## config.mk

```make
export PLATFORM = sky130hd
export DESIGN_NAME = gcd_engine
export DESIGN_NICKNAME = d
export VERILOG_FILES = /design/src/rtl/gcd_pkg.sv /design/src/rtl/gcd_engine.sv
export SDC_FILE = /design/constraint.sdc
export NUM_CORES = 1
export LEC_CHECK = 0
export ABC_AREA = 1
export CAP_MARGIN = 20
export CORE_MARGIN = 2
export CORE_UTILIZATION = 39
export DETAILED_ROUTE_END_ITERATION = 7
export HOLD_SLACK_MARGIN = 0.08
export PLACE_DENSITY = 0.68
export SLEW_MARGIN = 20
export SYNTH_ARGS = -nofsm -noshare
export SYNTH_HDL_FRONTEND = slang
export SYNTH_SLANG_ARGS = --single-unit
```

## constraint.sdc

```tcl
create_clock -name clk -period 12.1 [get_ports clk]
set_clock_uncertainty 0.15 [all_clocks]
set_input_delay 2.42 -clock clk [delete_from_list [all_inputs] [get_ports clk]]
set_output_delay 2.42 -clock clk [all_outputs]
set_load 0.005 [all_outputs]
```

## src/rtl/gcd_pkg.sv

```systemverilog
// Shared types and constants for the binary (Stein) GCD engine.
package gcd_pkg;

  localparam int GCD_WIDTH_DEFAULT = 32;

  typedef enum logic [1:0] {
    ST_IDLE   = 2'd0,
    ST_REDUCE = 2'd1,
    ST_SHIFT  = 2'd2,
    ST_DONE   = 2'd3
  } gcd_state_t;

  // Width of the common power-of-two counter; it never exceeds WIDTH-1.
  function automatic int gcd_k_width(input int width);
    return $clog2(width + 1);
  endfunction

endpackage

```

## src/rtl/gcd_engine.sv

```systemverilog
// Binary GCD engine: accepts an operand pair, reduces it one Stein step per
// cycle, and holds the result until the consumer takes it.
//
// state  | meaning
// IDLE   | in_ready high, waiting for an operand pair
// REDUCE | one Stein step per cycle until a_q or b_q reaches zero
// SHIFT  | restore the common power of two into the result
// DONE   | out_valid high, result held until out_ready
module gcd_engine
  import gcd_pkg::*;
#(
  parameter int WIDTH = GCD_WIDTH_DEFAULT,
  parameter int CNT_W = 8
) (
  input  logic             clk,
  input  logic             reset,
  input  logic             in_valid,
  output logic             in_ready,
  input  logic [WIDTH-1:0] a,
  input  logic [WIDTH-1:0] b,
  output logic             out_valid,
  input  logic             out_ready,
  output logic [WIDTH-1:0] gcd,
  output logic             zero_in,
  output logic [CNT_W-1:0] cycles
);

  localparam int K_W = gcd_k_width(WIDTH);

  gcd_state_t       state_q, state_d;
  logic [WIDTH-1:0] a_q, a_d;
  logic [WIDTH-1:0] b_q, b_d;
  logic [K_W-1:0]   k_q, k_d;
  logic [CNT_W-1:0] cnt_q, cnt_d;
  logic [WIDTH-1:0] gcd_q, gcd_d;
  logic             zero_in_q, zero_in_d;
  logic [CNT_W-1:0] cycles_q, cycles_d;

  logic [WIDTH-1:0] a_step, b_step;
  logic             k_inc;

  // Single Stein step; both-odd subtraction never underflows thanks to the compare.
  always_comb begin
    a_step = a_q;
    b_step = b_q;
    k_inc  = 1'b0;
    if (!a_q[0] && !b_q[0]) begin
      a_step = a_q >> 1;
      b_step = b_q >> 1;
      k_inc  = 1'b1;
    end else if (!a_q[0]) begin
      a_step = a_q >> 1;
    end else if (!b_q[0]) begin
      b_step = b_q >> 1;
    end else if (a_q >= b_q) begin
      a_step = (a_q - b_q) >> 1;
    end else begin
      b_step = (b_q - a_q) >> 1;
    end
  end

  always_comb begin
    state_d   = state_q;
    a_d       = a_q;
    b_d       = b_q;
    k_d       = k_q;
    cnt_d     = cnt_q;
    gcd_d     = gcd_q;
    zero_in_d = zero_in_q;
    cycles_d  = cycles_q;
    case (state_q)
      ST_IDLE: begin
        if (in_valid) begin
          a_d   = a;
          b_d   = b;
          k_d   = '0;
          cnt_d = '0;
          if (a == '0 || b == '0) begin
            gcd_d     = a | b;
            zero_in_d = (a == '0) && (b == '0);
            cycles_d  = '0;
            state_d   = ST_DONE;
          end else begin
            state_d = ST_REDUCE;
          end
        end
      end
      ST_REDUCE: begin
        a_d   = a_step;
        b_d   = b_step;
        k_d   = k_q + K_W'(k_inc);
        cnt_d = cnt_q + CNT_W'(1);
        if (a_step == '0 || b_step == '0) begin
          state_d = ST_SHIFT;
        end
      end
      ST_SHIFT: begin
        gcd_d     = (a_q | b_q) << k_q;
        zero_in_d = 1'b0;
        cycles_d  = cnt_q;
        state_d   = ST_DONE;
      end
      ST_DONE: begin
        if (out_ready) begin
          state_d = ST_IDLE;
        end
      end
      default: state_d = ST_IDLE;
    endcase
  end

  always_ff @(posedge clk or posedge reset) begin
    if (reset) begin
      state_q   <= ST_IDLE;
      a_q       <= '0;
      b_q       <= '0;
      k_q       <= '0;
      cnt_q     <= '0;
      gcd_q     <= '0;
      zero_in_q <= 1'b0;
      cycles_q  <= '0;
    end else begin
      state_q   <= state_d;
      a_q       <= a_d;
      b_q       <= b_d;
      k_q       <= k_d;
      cnt_q     <= cnt_d;
      gcd_q     <= gcd_d;
      zero_in_q <= zero_in_d;
      cycles_q  <= cycles_d;
    end
  end

  assign in_ready  = (state_q == ST_IDLE);
  assign out_valid = (state_q == ST_DONE);
  assign gcd       = gcd_q;
  assign zero_in   = zero_in_q;
  assign cycles    = cycles_q;

endmodule

```

* Word level (Yosys, flattened, before mapping)
Cells that the tools add are included.
Word-level totals: output and inout bits 43, input bits 68, bits in registers 121, word-level logic and storage cells 70
Cells by class: reduce and logical (&&, ||, !) cells 16, $lt $le $gt $ge 1, shifts and indexed selects 1, add/subtract/negate cells 4, mux-type cells 31, bitwise logic cells 2, eq/ne operators 7
Operator list (count):
- 2-to-1 mux 32 bit | 12
- one-hot mux 32 bit (2 select lines) | 3
- zero test 32 bit | 4
- OR 32 bit | 2
- subtractor 32 bit | 2
- >= comparator 32 bit | 1
- one-hot mux 8 bit (2 select lines) | 2
- << shifter 32 x 6 -> 32 bit | 1
- 2-to-1 mux 8 bit | 3
- one-hot mux 6 bit (2 select lines) | 1
- adder 8 x 1 -> 8 bit (second input constant) | 1
- 2-to-1 mux 2 bit | 4
- one-hot mux 2 bit (4 select lines) | 1
- adder 6 x 1 -> 6 bit | 1
- 2-to-1 mux 6 bit | 1
- AND reduction 3 bit | 2
- == test 2 bit (second input constant) | 2
- != test 2 x 1 -> 1 bit (second input constant) | 2
- != test 2 bit (second input constant) | 2
- nonzero test 2 bit | 2
- 2-to-1 mux 1 bit | 3
- == test 2 x 1 -> 1 bit (second input constant) | 1
- logical AND 1 bit | 2
- zero test 1 bit | 2
- other kinds (4) | 5

* Depth between registers and ports, before layout
Gate-level depths: netlist (run 1).
word-level depth 9, mapped depth 28, depth with buffers taken out 27

* Worst setup path before layout (run 1)
Ideal clock, no wire load.
path kind input -> register, from input b[5], to register gcd_q[17] (netlist: gcd[17]), arrival time 3.819 ns, setup slack 7.980 ns, setup time 0.151 ns, path buffers 1, cell stages on the path 8, required time 11.799 ns, cell sequence or2_2 nor4_1 nand4_1 nand3_1 nand3_1 inv_2 clkbuf_1 a41oi_1
Between the ends: longest elaborated chain between the ends 4
Ends and longest elaborated chain:
- start, declared | line gcd_engine.sv:20 | input logic [WIDTH-1:0] b,
- zero test 32 bit | line gcd_engine.sv:78 | if (a == '0 || b == '0) begin
- logical OR 1 bit | line gcd_engine.sv:78
- != test 2 x 1 -> 1 bit (no line)
- AND reduction 3 bit (no line)
- end signal, assigned | line gcd_engine.sv:128 | gcd_q <= gcd_d;
- end, declared | line gcd_engine.sv:35 | logic [WIDTH-1:0] gcd_q, gcd_d;
Every way passes these cells. A chain may end at the register's enable or synchronous reset.

* Worst setup path in the final report (run 1)
from input b[5], to register gcd_q[20] (netlist: gcd[20])
Same word-level chain as after synthesis.

==> run metrics, run 1 <==
synth top area cells=dfrtp_1, nand2_1, ha_1; CTS clock-pin slew for the worst setup and hold paths=0.07 ns; Synth cell types=54; largest net degree at the start of global routing=91; fin crit period=6.30 ns; Final Non-Filler Cells=2950; CTS tree=done; Post-Syn Instances=2422; DPL Wire Length=49.0 mm; GR Util met2=50.5%; Final Max Slew Viols=0; Final Hold Vio Count=0; vias per std cell=5.72; Most used DFF post-synth=dfrtp_1; first-pass GRT wire length=92.3 mm; All-Layer GR Usage=31.7%; top cell type's share of synthesized area=21.1%; Top Usage Layer GRT=met2; Yosys top cell by area=dfrtp_1; Critical Path AT=6.42 ns; number of synthesized flops with an enable pin=0; sequential area share after synthesis=21.1%; I/O Buffers=110; Syn Nets=2595; Worst Max-Slew Pin Slew=1.03 ns; core box area=36400 um2; CP Capture Type=flop; drc violations=0; Max Freq=159 MHz; met1 Track Usage GR=41.4%; HP Class=flop to flop; mean post-synth cell area=5.94 um2; Post-Route Setup TNS=0 ns; M3 GR Usage=7.36%; layout cells sized above 1=5.24%; Worst Hold Depth=2; Yosys reg bits=121; Fillers=3824; R2R Setup Slk=6.49 ns; mapped cell area=14400 um2; reg2reg path depth=25; hold endpoint=cycles[4]; Detail Route Antenna Nets=0; gpl congestion=1.05; Setup Buffers After CTS=0; H-tree Lvls=4; fin crit share=52.1%; placed cell area=15800 um2; drt pass-1 iters=8; Async SR Flop Fraction=100%; Worst Setup Start Kind=input port; PostCTS Resize Cnt=0; Die ar.=38400 um2; nets=2641; clk_lat worst skew=0.45 ns; number of global-route vias before repair=15.5k; max cap viols=0; row count=70; worst endpoint required time=12.22 ns; final setup fails=0; clk sink count=121; R2R Path Start=a_q[0]; Rel. slew slack=31.3%; Starting DRT DRC Count=1932; TritonCTS Buffers=17; YS warnings=0; Initial Utilization=39.5%; Chip Width=196 um; worst reg2reg path endpoint=state_q[0]; total global routing overflow=0; Setup Crit Path Kind=input port to flop; status=completed; Cells after DPL=2916; Routed WL=61.8 mm; CTS Buffer Depth=2; Top Ports=111; fin area=16400 um2; die height=196 um; Vias=16.9k; Hold Path Origin=cycles[4]; Area growth syn-to-layout=14.3%; CTS Hold Bufs=0; Wirelength per Cell=20.9 um; count leader, synth=nand2_1; CTS Root Cell=clkbuf_16; Post-synth top cells=nand2_1, inv_1, o21ai_0; initial antenna violation count=1; RSZ-0062 raised after global routing=no; critical path peak fanout=53
## through the flow
stage               util, %  setup slack, ns  hold slack (ns)
floorplan                 -             6.32            0.285
global placement       43.3             5.68            0.311
detailed placement     43.3             5.55            0.324
CTS                    45.0             6.02            0.334
global route           45.1             5.58            0.356
finish                 45.1             5.80            0.339
## worst max-delay path by stage
| stage | startpoint | endpoint | slack, ns |
|---|---|---|---|
| final | b[5] | gcd[20] | 5.80 |
| after CTS | b[5] | gcd[18] | 6.02 |
| after detailed placement | b[4] | gcd[18] | 5.55 |
| after floorplan | reset | a_q[0] | 6.32 |
| after global placement | b[4] | gcd[17] | 5.68 |
| after global routing | b[5] | gcd[20] | 5.58 |
## routing by layer
layer	part of all wire [%]	vias to the layer above
li1	-	7978
met1	41	7805
met2	44	937
met3	10	143
met4	4.2	0
met5	0	-
## worst max-delay path, stage by stage
cell and delay [ns]:
clkdlybuf4s50_1 0.43, or2_2 0.32, nor4_1 0.70, nand4_1 0.30, nand3_1 0.28, nand3_1 0.73
inv_2 0.96, a41oi_1 0.24
## cells by family (layout without fill, tap and decap cells)
logic type	after synthesis	in the layout	share of synthesized area [%]
and+or+nand+nor	1255	1255	37.0
adders and majority gates	105	105	9.24
muxes	6	6	0.418
AOI/OAI and AO/OA	492	492	19.5
buffers and inverters	419	478	11.3
other	0	1	0
xor gates and xnor gates	24	24	1.46
DFF	121	121	21.1
## area by class of cell
cell class | count | area (um2) | share of cell area [%]
repair buffers | 129 | 1260 | 7.69
diodes | 1 | 2.50 | 0.0152
multi-input cells | 1882 | 9740 | 59.3
clock inverters | 15 | 181 | 1.10
flip-flops and latches | 121 | 3030 | 18.4
well taps | 468 | 586 | 3.57
inverters | 317 | 1190 | 7.26
clock buffers | 17 | 425 | 2.59
## layout by cell type (no fill, tap or decap), types with 4 or more instances in the layout
cell	n
a31oi_1	31
nor2_2	7
clkinv_1	5
inv_8	4
clkdlybuf4s50_1	110
nand2_4	4
nand3_2	19
a21boi_0	7
buf_4	18
nor4_1	11
o21bai_1	13
dfrtp_1	120
nor2_1	199
nand2_1	751
ha_1	101
nand4_1	32
nand3_1	199
o22ai_1	24
nor3_1	12
inv_2	15
inv_6	5
nor2_4	4
o211ai_1	21
nand2_2	11
a21oi_1	142
mux2i_1	6
a21boi_1	10
o21ai_0	211
xor2_1	23
clkbuf_16	17
a21boi_2	6
inv_1	296
## state kept, by name, summed over array words and instances (netlist names)
| register | cells |
|---|---|
| k_q | 6 |
| a_q | 32 |
| cnt_q | 8 |
| b_q | 32 |
| cycles | 8 |
| zero_in | 1 |
| gcd | 32 |
| state_q | 2 |
Power of run 1 is not shown: default switching activity piles up to over one toggle a cycle in this logic, so the estimate is an artifact.
==> run 2, diff against run 1 <==
- PLACE_DENSITY: 0.68 -> 0.7
- clock period: 12.1 -> 5.3 ns (I/O delays scaled with it)
==> run metrics, run 2 (synthesis gave the netlist of run 1 again) <==
status=completed; drt pass-1 iters=5 (-3); Worst Max-Slew Pin Slew=1.01 ns (-0.0171 ns); PostCTS Resize Cnt=0 (unchanged); hold endpoint=k_q[5]; CTS Buffer Depth=2 (unchanged); fin crit share=86.0%; Vias=16.7k (-0.68%); Setup Buffers After CTS=0 (unchanged); Fillers=4009 (+4.8%); Rel. slew slack=32.5% (+1.1 points); gpl congestion=0.989 (-6.1%); total global routing overflow=0 (unchanged); area of the multi-input gates=9740 um2 (unchanged); CTS clock-pin slew for the worst setup and hold paths=0.06 ns (about the same); RSZ-0062 raised after global routing=no; Starting DRT DRC Count=1801 (-6.8%); clk_lat worst skew=0.45 ns (about the same); TritonCTS Buffers=17 (unchanged); max cap viols=0 (unchanged); Chip Width=196 um (unchanged); Initial Utilization=39.5% (unchanged); initial antenna violation count=2 (+1); R2R Path Start=a_q[0]; R2R Setup Slk=0.74 ns (-5.75 ns); Top Ports=111 (unchanged); fin crit period=4.56 ns; row count=70 (unchanged); nets=2647 (+0.23%); drc violations=0 (unchanged); All-Layer GR Usage=32.8% (+1.2 points); critical path peak fanout=10 (-81%); Hold Path Origin=k_q[5]; commonest non-fill, non-tap cell in the layout=nand2_1; I/O Buffers=110 (unchanged); Wirelength per Cell=21.4 um (+2.4%); CTS Root Cell=clkbuf_16; layout cells sized above 1=5.47% (+0.23 points); register area=3030 um2 (unchanged); Worst Hold Depth=1 (-1); Worst Setup Start Kind=flop; Area growth syn-to-layout=14.3% (about the same); worst reg2reg path endpoint=state_q[1]; number of global-route vias before repair=15.9k (+2.3%); Die ar.=38400 um2 (unchanged); Routed WL=63.3 mm (+2.5%); # diodes=0 (-1); CP Capture Type=flop; CTS Hold Bufs=0 (unchanged); Setup Crit Path Kind=flop to flop; Critical Path AT=4.75 ns (-1.67 ns); HP Class=flop to flop; core box area=36400 um2 (unchanged); Detail Route Antenna Nets=0 (unchanged); reg2reg path depth=25 (unchanged); first-pass GRT wire length=95.6 mm (+3.6%); CTS tree=done; largest net degree at the start of global routing=101 (+11%); worst endpoint required time=5.49 ns (-6.73 ns); clk sink count=121 (unchanged); die height=196 um (unchanged); commonest cells after routing, fill and taps aside=nand2_1, inv_1, o21ai_0, nor2_1, nand3_1; H-tree Lvls=4 (unchanged); Final Hold Vio Count=0 (unchanged); Post-Route Setup TNS=0 ns (unchanged); DPL Wire Length=50.9 mm (+3.8%); Final Max Slew Viols=0 (unchanged); final setup fails=0 (unchanged); vias per std cell=5.67 (-0.85%); Max Freq=220 MHz
[run 2: cell count changes in the layout (fill, tap and decap cells not counted), moves of 2 or more]
cell,before,now
inv_6,5,1
clkinv_2,0,3
inv_8,4,0
clkinvlp_4,2,6
buf_12,0,2
buf_4,18,23
[run 2: per-layer routing]
layer	global-route usage, %	part of all wire (%)
met2	52.0	44
met4	13.9	4.8
met1	44.7	43
met3	4.76	7.8
met5	0	0
[run 2: cell type report]
class / count / area share (%)
Clock buffer: 18 / 2.67
Clock inverter: 14 / 0.762
Sequential cell: 121 / 18.4
Inverter: 317 / 7.26
Timing Repair Buffer: 135 / 8.00
Tap cell: 468 / 3.56
Multi-Input combinational cell: 1882 / 59.3
[run 2: metrics by stage]
stage / area (um2) / hold WS [ns] / util, % / cells / setup WS (ns)
2_1_floorplan: 14400 / 0.285 / - / 2422 / 0.876
3_3_place_gp: 15900 / 0.322 / 43.5 / 2923 / 0.926
3_5_place_dp: 15900 / 0.325 / 43.5 / 2923 / 0.828
4_1_cts: 16400 / 0.344 / 45.1 / 2955 / 0.848
5_1_grt: 16400 / 0.354 / 45.1 / 2955 / 0.452
6_report: 16400 / 0.341 / 45.1 / 2955 / 0.744
[run 2: worst max path at each step]
stage / from / depth (start not counted) / endpoint
final: a_q[0] / 25 / state_q[1]
after global routing: a_q[0] / 25 / state_q[0]
after CTS: a_q[0] / 26 / state_q[1]
after detailed placement: b[22] / 10 / gcd[18]
after global placement: a_q[0] / 25 / state_q[1]
after floorplan: reset / 1 / a_q[0]
[run 2: critical path: stages (launching register included)]
cell	delay (ns)
dfrtp_1	0.58
inv_2	0.09
ha_1	0.24
fa_1	0.47
inv_1	0.15
nand2_1	0.08
nand3_2	0.14
nand2_1	0.08
nand2_2	0.12
nand2_2	0.08
nand3_2	0.10
nand2_4	0.12
a21oi_2	0.77
nand2_1	0.11
nand3_1	0.10
nand2_1	0.08
nor2_1	0.10
nand2_1	0.07
nor2_1	0.22
nand2_1	0.08
nor2_1	0.11
nor2_1	0.06
nand2_2	0.14
nand2_2	0.07
nand2_1	0.06
nand2_1	0.05
Power of run 2 is left out for the same reason.
